==> src/rtl/cache_mem_arbiter.sv <==
// Arbiter merging the icache and dcache sram-like memory ports onto a single
// sram-like master port toward the AXI bridge. The data cache has priority.
// A starvation counter forces an instruction grant after STARVE_LIMIT data
// grants have been issued while an instruction request was waiting.
// Only one transaction is in flight at a time. Handshakes are returned only
// to the port that currently owns the bus.
module cache_mem_arbiter #(
    parameter int STARVE_LIMIT = 4,
    parameter int CNT_W        = 4
) (
    input  logic        clk,
    input  logic        rst,
    input  logic        inst_req,
    input  logic        inst_wr,
    input  logic [1:0]  inst_size,
    input  logic [31:0] inst_addr,
    input  logic [31:0] inst_wdata,
    output logic [31:0] inst_rdata,
    output logic        inst_addr_ok,
    output logic        inst_data_ok,
    input  logic        data_req,
    input  logic        data_wr,
    input  logic [1:0]  data_size,
    input  logic [31:0] data_addr,
    input  logic [31:0] data_wdata,
    output logic [31:0] data_rdata,
    output logic        data_addr_ok,
    output logic        data_data_ok,
    output logic        mem_req,
    output logic        mem_wr,
    output logic [1:0]  mem_size,
    output logic [31:0] mem_addr,
    output logic [31:0] mem_wdata,
    input  logic [31:0] mem_rdata,
    input  logic        mem_addr_ok,
    input  logic        mem_data_ok
);

    typedef enum logic [2:0] {
        IDLE   = 3'd0,
        I_ADDR = 3'd1,
        I_DATA = 3'd2,
        D_ADDR = 3'd3,
        D_DATA = 3'd4
    } state_t;

    localparam logic [CNT_W-1:0] CNT_ZERO  = {CNT_W{1'b0}};
    localparam logic [CNT_W-1:0] CNT_ONE   = {{(CNT_W-1){1'b0}}, 1'b1};
    localparam logic [CNT_W-1:0] CNT_MAX   = {CNT_W{1'b1}};
    localparam logic [CNT_W-1:0] LIMIT_C   = CNT_W'(STARVE_LIMIT);
    localparam logic             LIMIT_EN  = (STARVE_LIMIT != 0);

    state_t           state_r;
    state_t           state_s;
    logic [CNT_W-1:0] starve_cnt_r;
    logic [CNT_W-1:0] starve_cnt_s;
    logic             force_inst_s;
    logic             sel_inst_s;

    // Inst is forced once enough data grants have been issued past a waiting inst request.
    assign force_inst_s = LIMIT_EN & (starve_cnt_r >= LIMIT_C) & inst_req;

    // The inst port drives the master fields only while it owns the bus; otherwise the data port does.
    assign sel_inst_s = ~rst & ((state_r == I_ADDR) | (state_r == I_DATA));

    assign mem_wr     = sel_inst_s ? inst_wr    : data_wr;
    assign mem_size   = sel_inst_s ? inst_size  : data_size;
    assign mem_addr   = sel_inst_s ? inst_addr  : data_addr;
    assign mem_wdata  = sel_inst_s ? inst_wdata : data_wdata;
    assign inst_rdata = mem_rdata;
    assign data_rdata = mem_rdata;

    // State and starvation counter registers.
    always_ff @(posedge clk) begin
        if (rst) begin
            state_r      <= IDLE;
            starve_cnt_r <= CNT_ZERO;
        end else begin
            state_r      <= state_s;
            starve_cnt_r <= starve_cnt_s;
        end
    end

    // Grant decision, next-state and handshake routing.
    always_comb begin
        state_s      = state_r;
        starve_cnt_s = starve_cnt_r;
        mem_req      = 1'b0;
        inst_addr_ok = 1'b0;
        inst_data_ok = 1'b0;
        data_addr_ok = 1'b0;
        data_data_ok = 1'b0;
        if (rst) begin
            state_s      = IDLE;
            starve_cnt_s = CNT_ZERO;
        end else begin
            case (state_r)
                IDLE: begin
                    if (force_inst_s) begin
                        state_s      = I_ADDR;
                        starve_cnt_s = CNT_ZERO;
                    end else if (data_req) begin
                        state_s = D_ADDR;
                        if (!inst_req) begin
                            starve_cnt_s = CNT_ZERO;
                        end else if (starve_cnt_r != CNT_MAX) begin
                            starve_cnt_s = starve_cnt_r + CNT_ONE;
                        end else begin
                            starve_cnt_s = starve_cnt_r;
                        end
                    end else if (inst_req) begin
                        state_s      = I_ADDR;
                        starve_cnt_s = CNT_ZERO;
                    end else begin
                        state_s = IDLE;
                    end
                end
                I_ADDR: begin
                    mem_req      = inst_req;
                    inst_addr_ok = mem_addr_ok & inst_req;
                    if (!inst_req) begin
                        state_s = IDLE;
                    end else if (mem_addr_ok && mem_data_ok) begin
                        inst_data_ok = 1'b1;
                        state_s      = IDLE;
                    end else if (mem_addr_ok) begin
                        state_s = I_DATA;
                    end else begin
                        state_s = I_ADDR;
                    end
                end
                I_DATA: begin
                    inst_data_ok = mem_data_ok;
                    if (mem_data_ok) begin
                        state_s = IDLE;
                    end else begin
                        state_s = I_DATA;
                    end
                end
                D_ADDR: begin
                    mem_req      = data_req;
                    data_addr_ok = mem_addr_ok & data_req;
                    if (!data_req) begin
                        state_s = IDLE;
                    end else if (mem_addr_ok && mem_data_ok) begin
                        data_data_ok = 1'b1;
                        state_s      = IDLE;
                    end else if (mem_addr_ok) begin
                        state_s = D_DATA;
                    end else begin
                        state_s = D_ADDR;
                    end
                end
                D_DATA: begin
                    data_data_ok = mem_data_ok;
                    if (mem_data_ok) begin
                        state_s = IDLE;
                    end else begin
                        state_s = D_DATA;
                    end
                end
                default: begin
                    state_s      = IDLE;
                    starve_cnt_s = CNT_ZERO;
                end
            endcase
        end
    end

endmodule

==> config.mk <==
export PLATFORM = sky130hd
export DESIGN_NAME = cache_mem_arbiter
export DESIGN_NICKNAME = d
export VERILOG_FILES = /design/src/rtl/cache_mem_arbiter.sv
export SDC_FILE = /design/constraint.sdc
export NUM_CORES = 1
export LEC_CHECK = 0
export CAP_MARGIN = 0
export CORE_AREA = 2 2 120 122
export CTS_CLUSTER_SIZE = 25
export DETAILED_ROUTE_END_ITERATION = 8
export DIE_AREA = 0 0 122 124
export PLACE_DENSITY = 0.58
export SLEW_MARGIN = 20
export SYNTH_ARGS = -nofsm -noshare
export SYNTH_HDL_FRONTEND = slang
export SYNTH_SLANG_ARGS = --single-unit
==> constraint.sdc <==
create_clock -name clk -period 2.3 [get_ports clk]
set_input_delay 0.575 -clock clk [delete_from_list [all_inputs] [get_ports clk]]
set_output_delay 0.575 -clock clk [all_outputs]
set_load 0.05 [all_outputs]
==> results of run 1 <==
path summary, 6_finish.rpt:
check	start	end	slack, ps	cells past startpoint
hold reg to reg	starve_cnt_r[3]$_SDFFE_PP0P_	starve_cnt_r[3]$_SDFFE_PP0P_	490	1
setup reg to reg	state_r[1]$_SDFF_PP0_	state_r[1]$_SDFF_PP0_	630	5
setup / recovery	state_r[1]$_SDFF_PP0_	mem_addr[7]	40	6
hold / removal	starve_cnt_r[3]$_SDFFE_PP0P_	starve_cnt_r[3]$_SDFFE_PP0P_	490	1
final cells by class:
class / count / area [µm²] / area share [%]
clock buffers: 4 / 78.8 / 1.80
multi-input cells: 111 / 1230 / 28.2
flip-flops and latches: 7 / 143 / 3.26
well taps: 180 / 225 / 5.15
repair buffers: 235 / 2690 / 61.6
placed cells by master, fill, tap and decap left out, types with 2 or more instances in the layout:
| cell type | Yosys | layout |
|---|---|---|
| nand2b_1 | 3 | 3 |
| buf_16 | 0 | 5 |
| mux2_4 | 30 | 32 |
| clkbuf_16 | 0 | 3 |
| buf_12 | 0 | 20 |
| mux2_2 | 38 | 36 |
| dfxtp_2 | 0 | 2 |
| nor2b_1 | 2 | 2 |
| buf_4 | 64 | 16 |
| buf_8 | 0 | 7 |
| nand4b_1 | 3 | 3 |
| clkdlybuf4s50_1 | 0 | 135 |
| buf_6 | 4 | 48 |
| nand2_1 | 3 | 2 |
| dfxtp_1 | 7 | 5 |
| nand3_1 | 4 | 4 |
| nor3_2 | 0 | 2 |
| a21oi_1 | 3 | 2 |
| a21boi_0 | 2 | 2 |
| dlygate4sd2_1 | 0 | 2 |
power breakdown:
part	total, mW	switching, mW	internal [mW]
Sequential	0.135	0.00672	0.128
Clock	0.296	0.0656	0.231
Combinational	1.58	0.778	0.802
repair_timing:
action / in CTS / in global routing
pin swaps: 4 / 5
setup endpoints to repair: 70 / 44
resized for setup: 72 / 11
buffers inserted: 3 / 1
cloned: 5 / 0
hold buffers: 0 / 0
routing by layer:
metal	global-route usage (%)	routed length [µm]
met1	12.4	3250
met2	20.0	4820
met3	4.35	1150
met4	3.23	187
met5	0	0
cell usage after synthesis:
library cell  instances
dfxtp_1               7
o21a_1                1
buf_2                 6
a2bb2oi_1             1
nor4b_1               1
mux2_2               38
a221oi_1              1
nand2_1               3
a21oi_1               3
buf_4                64
a22o_1                1
nand4b_1              3
o21bai_1              1
o21ai_0               1
ha_1                  1
nor2_1                1
nand3b_1              1
a211o_1               1
nand3_1               4
nor3_1                3
a311oi_1              1
nand2b_1              3
nor2b_1               2
nor3b_1               1
mux2_4               30
o21ba_2               1
nor2_2                1
xor2_1                1
a21o_1                1
nor4_1                1
a211oi_1              1
a21boi_0              2
and2_1                1
buf_6                 4
cells by family after synthesis:
logic type | share of synthesized area, %
AO/OA/AOI/OAI | 6.38
XOR/XNOR | 0.470
adder cells (fa/ha/maj) | 0.671
buffers and inverters | 29.8
flip-flops | 7.52
multiplexers | 47.1
AND/OR/NAND/NOR | 8.05
state kept, by name (all words and copies together) (netlist names):
name	flops
state_r	3
starve_cnt_r	4
worst register-to-register path: cells and delay by family, from the launching register on:
kind	cells	cell delay, ps
AOI/OAI and AO/OA	2	580
buffers and inverters	2	370
DFF	1	340
and+or+nand+nor	1	280
stage by stage:
step	hold slack, ps	worst slack (ps)
6_report	489	42.6
4_1_cts	491	5.78
3_3_place_gp	466	-299
3_5_place_dp	478	-321
5_1_grt	520	-11.1
2_1_floorplan	448	11.8
==> out/summary.json, run 1 <==
{
  "placement": {
    "dp_cells": 524,
    "placement_stage_cell_area_um2": 3830,
    "place.gp.congestion": 0.764,
    "number_of_port_buffers": 211,
    "detailedPlacementHpwl_mm": 7.29
  },
  "layout": {
    "antenna_cells_inserted": 0,
    "design_area_um2": 4370,
    "final_net_count": 531,
    "drive_gt1_share_pct": 50.1,
    "nFillCells": 1393,
    "fin_cells": 537,
    "layout.core_utilization_pct": 31.8,
    "area_growth_syn_to_layout_pct": 134
  },
  "sta": {
    "timing.clock.skew_ps": 2.30,
    "fin_crit_sh_pct": 98.1,
    "finalCriticalPeriod_ps": 2260,
    "worst_slew_margin_rel_pct": 74.9,
    "slew_viol_final": 0,
    "slew_worst_pin_ps": 371,
    "achievable-frequency_mhz": 443,
    "setup_violations": 0,
    "finalSetupTns_ps": 0,
    "finalHoldViolCount": 0
  },
  "detailed_routing": {
    "detail_route.iter0.violations": 32,
    "route.detailed.vias_per_inst": 3.87,
    "dr_pass1_iterations": 4,
    "avgRoutedWirePerCell_um": 17.5,
    "remaining_drc_errors": 0,
    "routed_wl_mm": 9.41,
    "route.vias.total": 2077,
    "final_antenna_net_count": 0
  },
  "global_route": {
    "via_count_of_the_first_global_routing_pass": 2189,
    "total_global_routing_overflow": 0,
    "gr-usage-all-layers_pct": 11.2,
    "grt_max_degree": 14,
    "grt_pass1_wl_mm": 12.9,
    "number_of_antenna_violations_at_the_first_check_in_global_routing": 0
  },
  "yosys": {
    "synthCells": 192,
    "yosys_register_bits": 7,
    "synth_area_um2": 1860,
    "netlist.area_leader.share_pct": 25.8,
    "synth-warning-count": 0,
    "seq_area_frac_synth_pct": 7.52,
    "leading_post_synthesis_cells_by_cell_area": "buf_4 (26%), mux2_4 (24%), mux2_2 (23%)",
    "synth_fp_nets": 365,
    "postSynthAreaPerCell_um2": 9.71,
    "netlist.top_cell.by_area": "buf_4",
    "ys_types": 34
  },
  "critical_path": {
    "critical_path.slowest_cell": "mux2_2",
    "worst-path-max-fanout": 9,
    "timing.critical_path.from_type": "register",
    "cp.required_ps": 1730,
    "cp_common_cell": "buf_12",
    "worstSetupEndpointType": "output pin",
    "timing.critical_path.buf_inv": 3,
    "arrival_worst_endpoint_ps": 1680,
    "cp_top_family": "buffers and inverters",
    "crit_path_cell_trace": "xor2_4, nand2_4, buf_12, buf_12, mux2_2, buf_6",
    "cpPeakStageDelay_ps": 350,
    "criticalPathCategory": "reg2out"
  },
  "cts": {
    "clock_tree.buffer_depth": 2,
    "h_tree_levels": 1,
    "numCtsBuffers": 3,
    "cts-root-buf": "clkbuf_16",
    "clkSinkCount": 7,
    "cts_tree": "yes",
    "clock_transition_time_at_the_flip_flop_clock_pins_of_the_worst_setup_and_hold_paths_ps": 40,
    "clk_latency_ps": 230
  },
  "min_path": {
    "worst_hold_path_type": "reg2reg"
  },
  "pwr": {
    "pwr_density_cell_nw_per_um2": 460,
    "total_power_consumption_mw": 2.01,
    "worst_ir_drop_vdd_mv": 0.400,
    "total_leakage_power_nw": 1.87
  },
  "floorplanning": {
    "dieArea_um2": 15100,
    "effective_utilization_at_floorplan_pct": 13.6,
    "fp-row-count": 43,
    "ios": 308,
    "die_h_um": 124,
    "dieWidth_um": 122,
    "core_area_um2": 13700
  },
  "run": {
    "drv.max_cap_violation_count": 0
  },
  "outcome": {
    "status": "complete, no violations"
  }
}
(Power assumes the default switching activity.)
==> run 2, diff against run 1 <==
Settings changed: TNS_END_PERCENT set to 10.
==> run 2 against run 1 <==
Compared with the run above: die area did not move; clock power rose by 3%; wire length fell by 0.86%; largest cell class unchanged.
==> out/summary.json, run 2 (synthesis results as in run 1) <==
{
  "cts": {
    "clock_transition_time_at_the_flip_flop_clock_pins_of_the_worst_setup_and_hold_paths_ps": 40,
    "clock_tree.buffer_depth": 2,
    "clk_latency_ps": 240,
    "cts-root-buf": "clkbuf_16",
    "numCtsBuffers": 3,
    "clkSinkCount": 7,
    "cts_tree": "yes",
    "h_tree_levels": 1
  },
  "run": {
    "drv.max_cap_violation_count": 0
  },
  "global_route": {
    "total_global_routing_overflow": 0,
    "gr-usage-all-layers_pct": 11.1,
    "grt_pass1_wl_mm": 12.6,
    "number_of_antenna_violations_at_the_first_check_in_global_routing": 0,
    "via_count_of_the_first_global_routing_pass": 2206,
    "grt_max_degree": 30
  },
  "sta": {
    "finalSetupTns_ps": 0,
    "fin_crit_sh_pct": 98.2,
    "slew_worst_pin_ps": 391,
    "achievable-frequency_mhz": 443,
    "setup_repair_after_global_routing_missed_its_margin": "yes",
    "worst_slew_margin_rel_pct": 73.9,
    "finalHoldViolCount": 0,
    "setup_violations": 0,
    "timing.clock.skew_ps": 1.97,
    "slew_viol_final": 0,
    "finalCriticalPeriod_ps": 2260
  },
  "floorplanning": {
    "core_area_um2": 13700,
    "dieWidth_um": 122,
    "die_h_um": 124,
    "ios": 308,
    "dieArea_um2": 15100,
    "fp-row-count": 43,
    "effective_utilization_at_floorplan_pct": 13.6
  },
  "critical_path": {
    "critical_path.slowest_cell": "clkdlybuf4s50_1",
    "crit_path_cell_trace": "clkdlybuf4s50_1, nand4b_1, a21oi_1, buf_12",
    "cp.required_ps": 1730,
    "worst-path-max-fanout": 3,
    "timing.critical_path.from_type": "input pin",
    "arrival_worst_endpoint_ps": 1680,
    "worstSetupEndpointType": "output pin",
    "cpPeakStageDelay_ps": 470,
    "timing.critical_path.buf_inv": 2,
    "criticalPathCategory": "in2out",
    "setup_slack_on_the_worst_flop_to_flop_path_ps": 880,
    "cp_top_family": "buffers and inverters"
  },
  "detailed_routing": {
    "avgRoutedWirePerCell_um": 17.4,
    "route.detailed.vias_per_inst": 3.86,
    "remaining_drc_errors": 0,
    "route.vias.total": 2065,
    "detail_route.iter0.violations": 29,
    "dr_pass1_iterations": 4,
    "final_antenna_net_count": 0,
    "routed_wl_mm": 9.33
  },
  "pwr": {
    "total_leakage_power_nw": 1.79,
    "worst_ir_drop_vdd_mv": 0.433,
    "pwr_density_cell_nw_per_um2": 463
  },
  "layout": {
    "most-common-layout-cells": "clkdlybuf4s50_1 (136), buf_4 (46), mux2_2 (36)",
    "final_common_cell": "clkdlybuf4s50_1",
    "max_flop_register": "starve_cnt_r",
    "antenna_cells_inserted": 0,
    "final_net_count": 529,
    "flip_flop_count_of_the_largest_register_after_layout": 4,
    "drive_gt1_share_pct": 49.6,
    "biggestRegsByFlops": "starve_cnt_r (4), state_r (3)",
    "area_growth_syn_to_layout_pct": 122,
    "layout.core_utilization_pct": 30.2
  },
  "placement": {
    "detailedPlacementHpwl_mm": 7.47,
    "place.gp.congestion": 0.814,
    "number_of_port_buffers": 211
  },
  "min_path": {
    "worst_hold_path_type": "reg2reg"
  },
  "outcome": {
    "status": "complete, no violations"
  }
}
run 2: stage by stage:
stage | power (mW) | hold WS [ps] | setup WS, ps | instance area (µm²) | instances
floorplan | 1.24 | 448 | -107 | 1870 | 192
global placement | 1.52 | 465 | -317 | 3840 | 526
detailed placement | 1.53 | 472 | -335 | 3840 | 526
CTS | 1.94 | 485 | -54.9 | 4140 | 535
global route | 1.99 | 496 | -34.8 | 4150 | 535
finish | 1.92 | 488 | 42.1 | 4150 | 535
run 2: area by class of cell:
type | count | area (µm²)
Timing Repair Buffer | 233 | 2480
Fill cell | 1442 | 9570
Sequential cell | 7 | 143
Clock buffer | 4 | 78.8
Multi-Input combinational cell | 111 | 1220
Tap cell | 180 | 225
run 2: what timing repair did:
| item | 4_1_cts | 5_1_grt |
|---|---|---|
| pin swaps | 3 | 3 |
| hold buffers | 0 | 0 |
| gates cloned | 2 | 0 |
| buffers inserted | 3 | 1 |
| endpoints found under the setup margin | 71 | 57 |
| resized for setup | 39 | 8 |
run 2: path summary, 6_finish.rpt:
| check | startpoint | cells after the start | to |
|---|---|---|---|
| worst min-delay path | starve_cnt_r[1]$_SDFFE_PP0P_ | 1 | starve_cnt_r[1]$_SDFFE_PP0P_ |
| worst max register to register | state_r[1]$_SDFF_PP0_ | 4 | starve_cnt_r[0]$_SDFFE_PP0P_ |
| worst min register to register | starve_cnt_r[1]$_SDFFE_PP0P_ | 1 | starve_cnt_r[1]$_SDFFE_PP0P_ |
| worst max-delay path | inst_req | 4 | inst_data_ok |
run 2: power breakdown:
part / internal, mW / leakage, nW / switching, mW
sequential: 0.128 / 0.0576 / 0.00463
clock: 0.231 / 0.0382 / 0.0735
combinational: 0.720 / 1.70 / 0.762
run 2: routing by layer:
metal / global-route usage, % / vias to the layer above / share of wire [%] / wire length, µm
met5: 0 / - / 0 / 0
met4: 3.02 / 0 / 1.6 / 151
met3: 4.62 / 15 / 14 / 1280
met2: 20.5 / 182 / 51 / 4740
met1: 11.5 / 928 / 34 / 3160
li1: - / 940 / - / -
run 2: worst register-to-register path: stages, from the launching register on:
cell	delay, ps
dfxtp_2	320
buf_4	170
nor2_1	330
a211oi_1	190
mux2_2	290
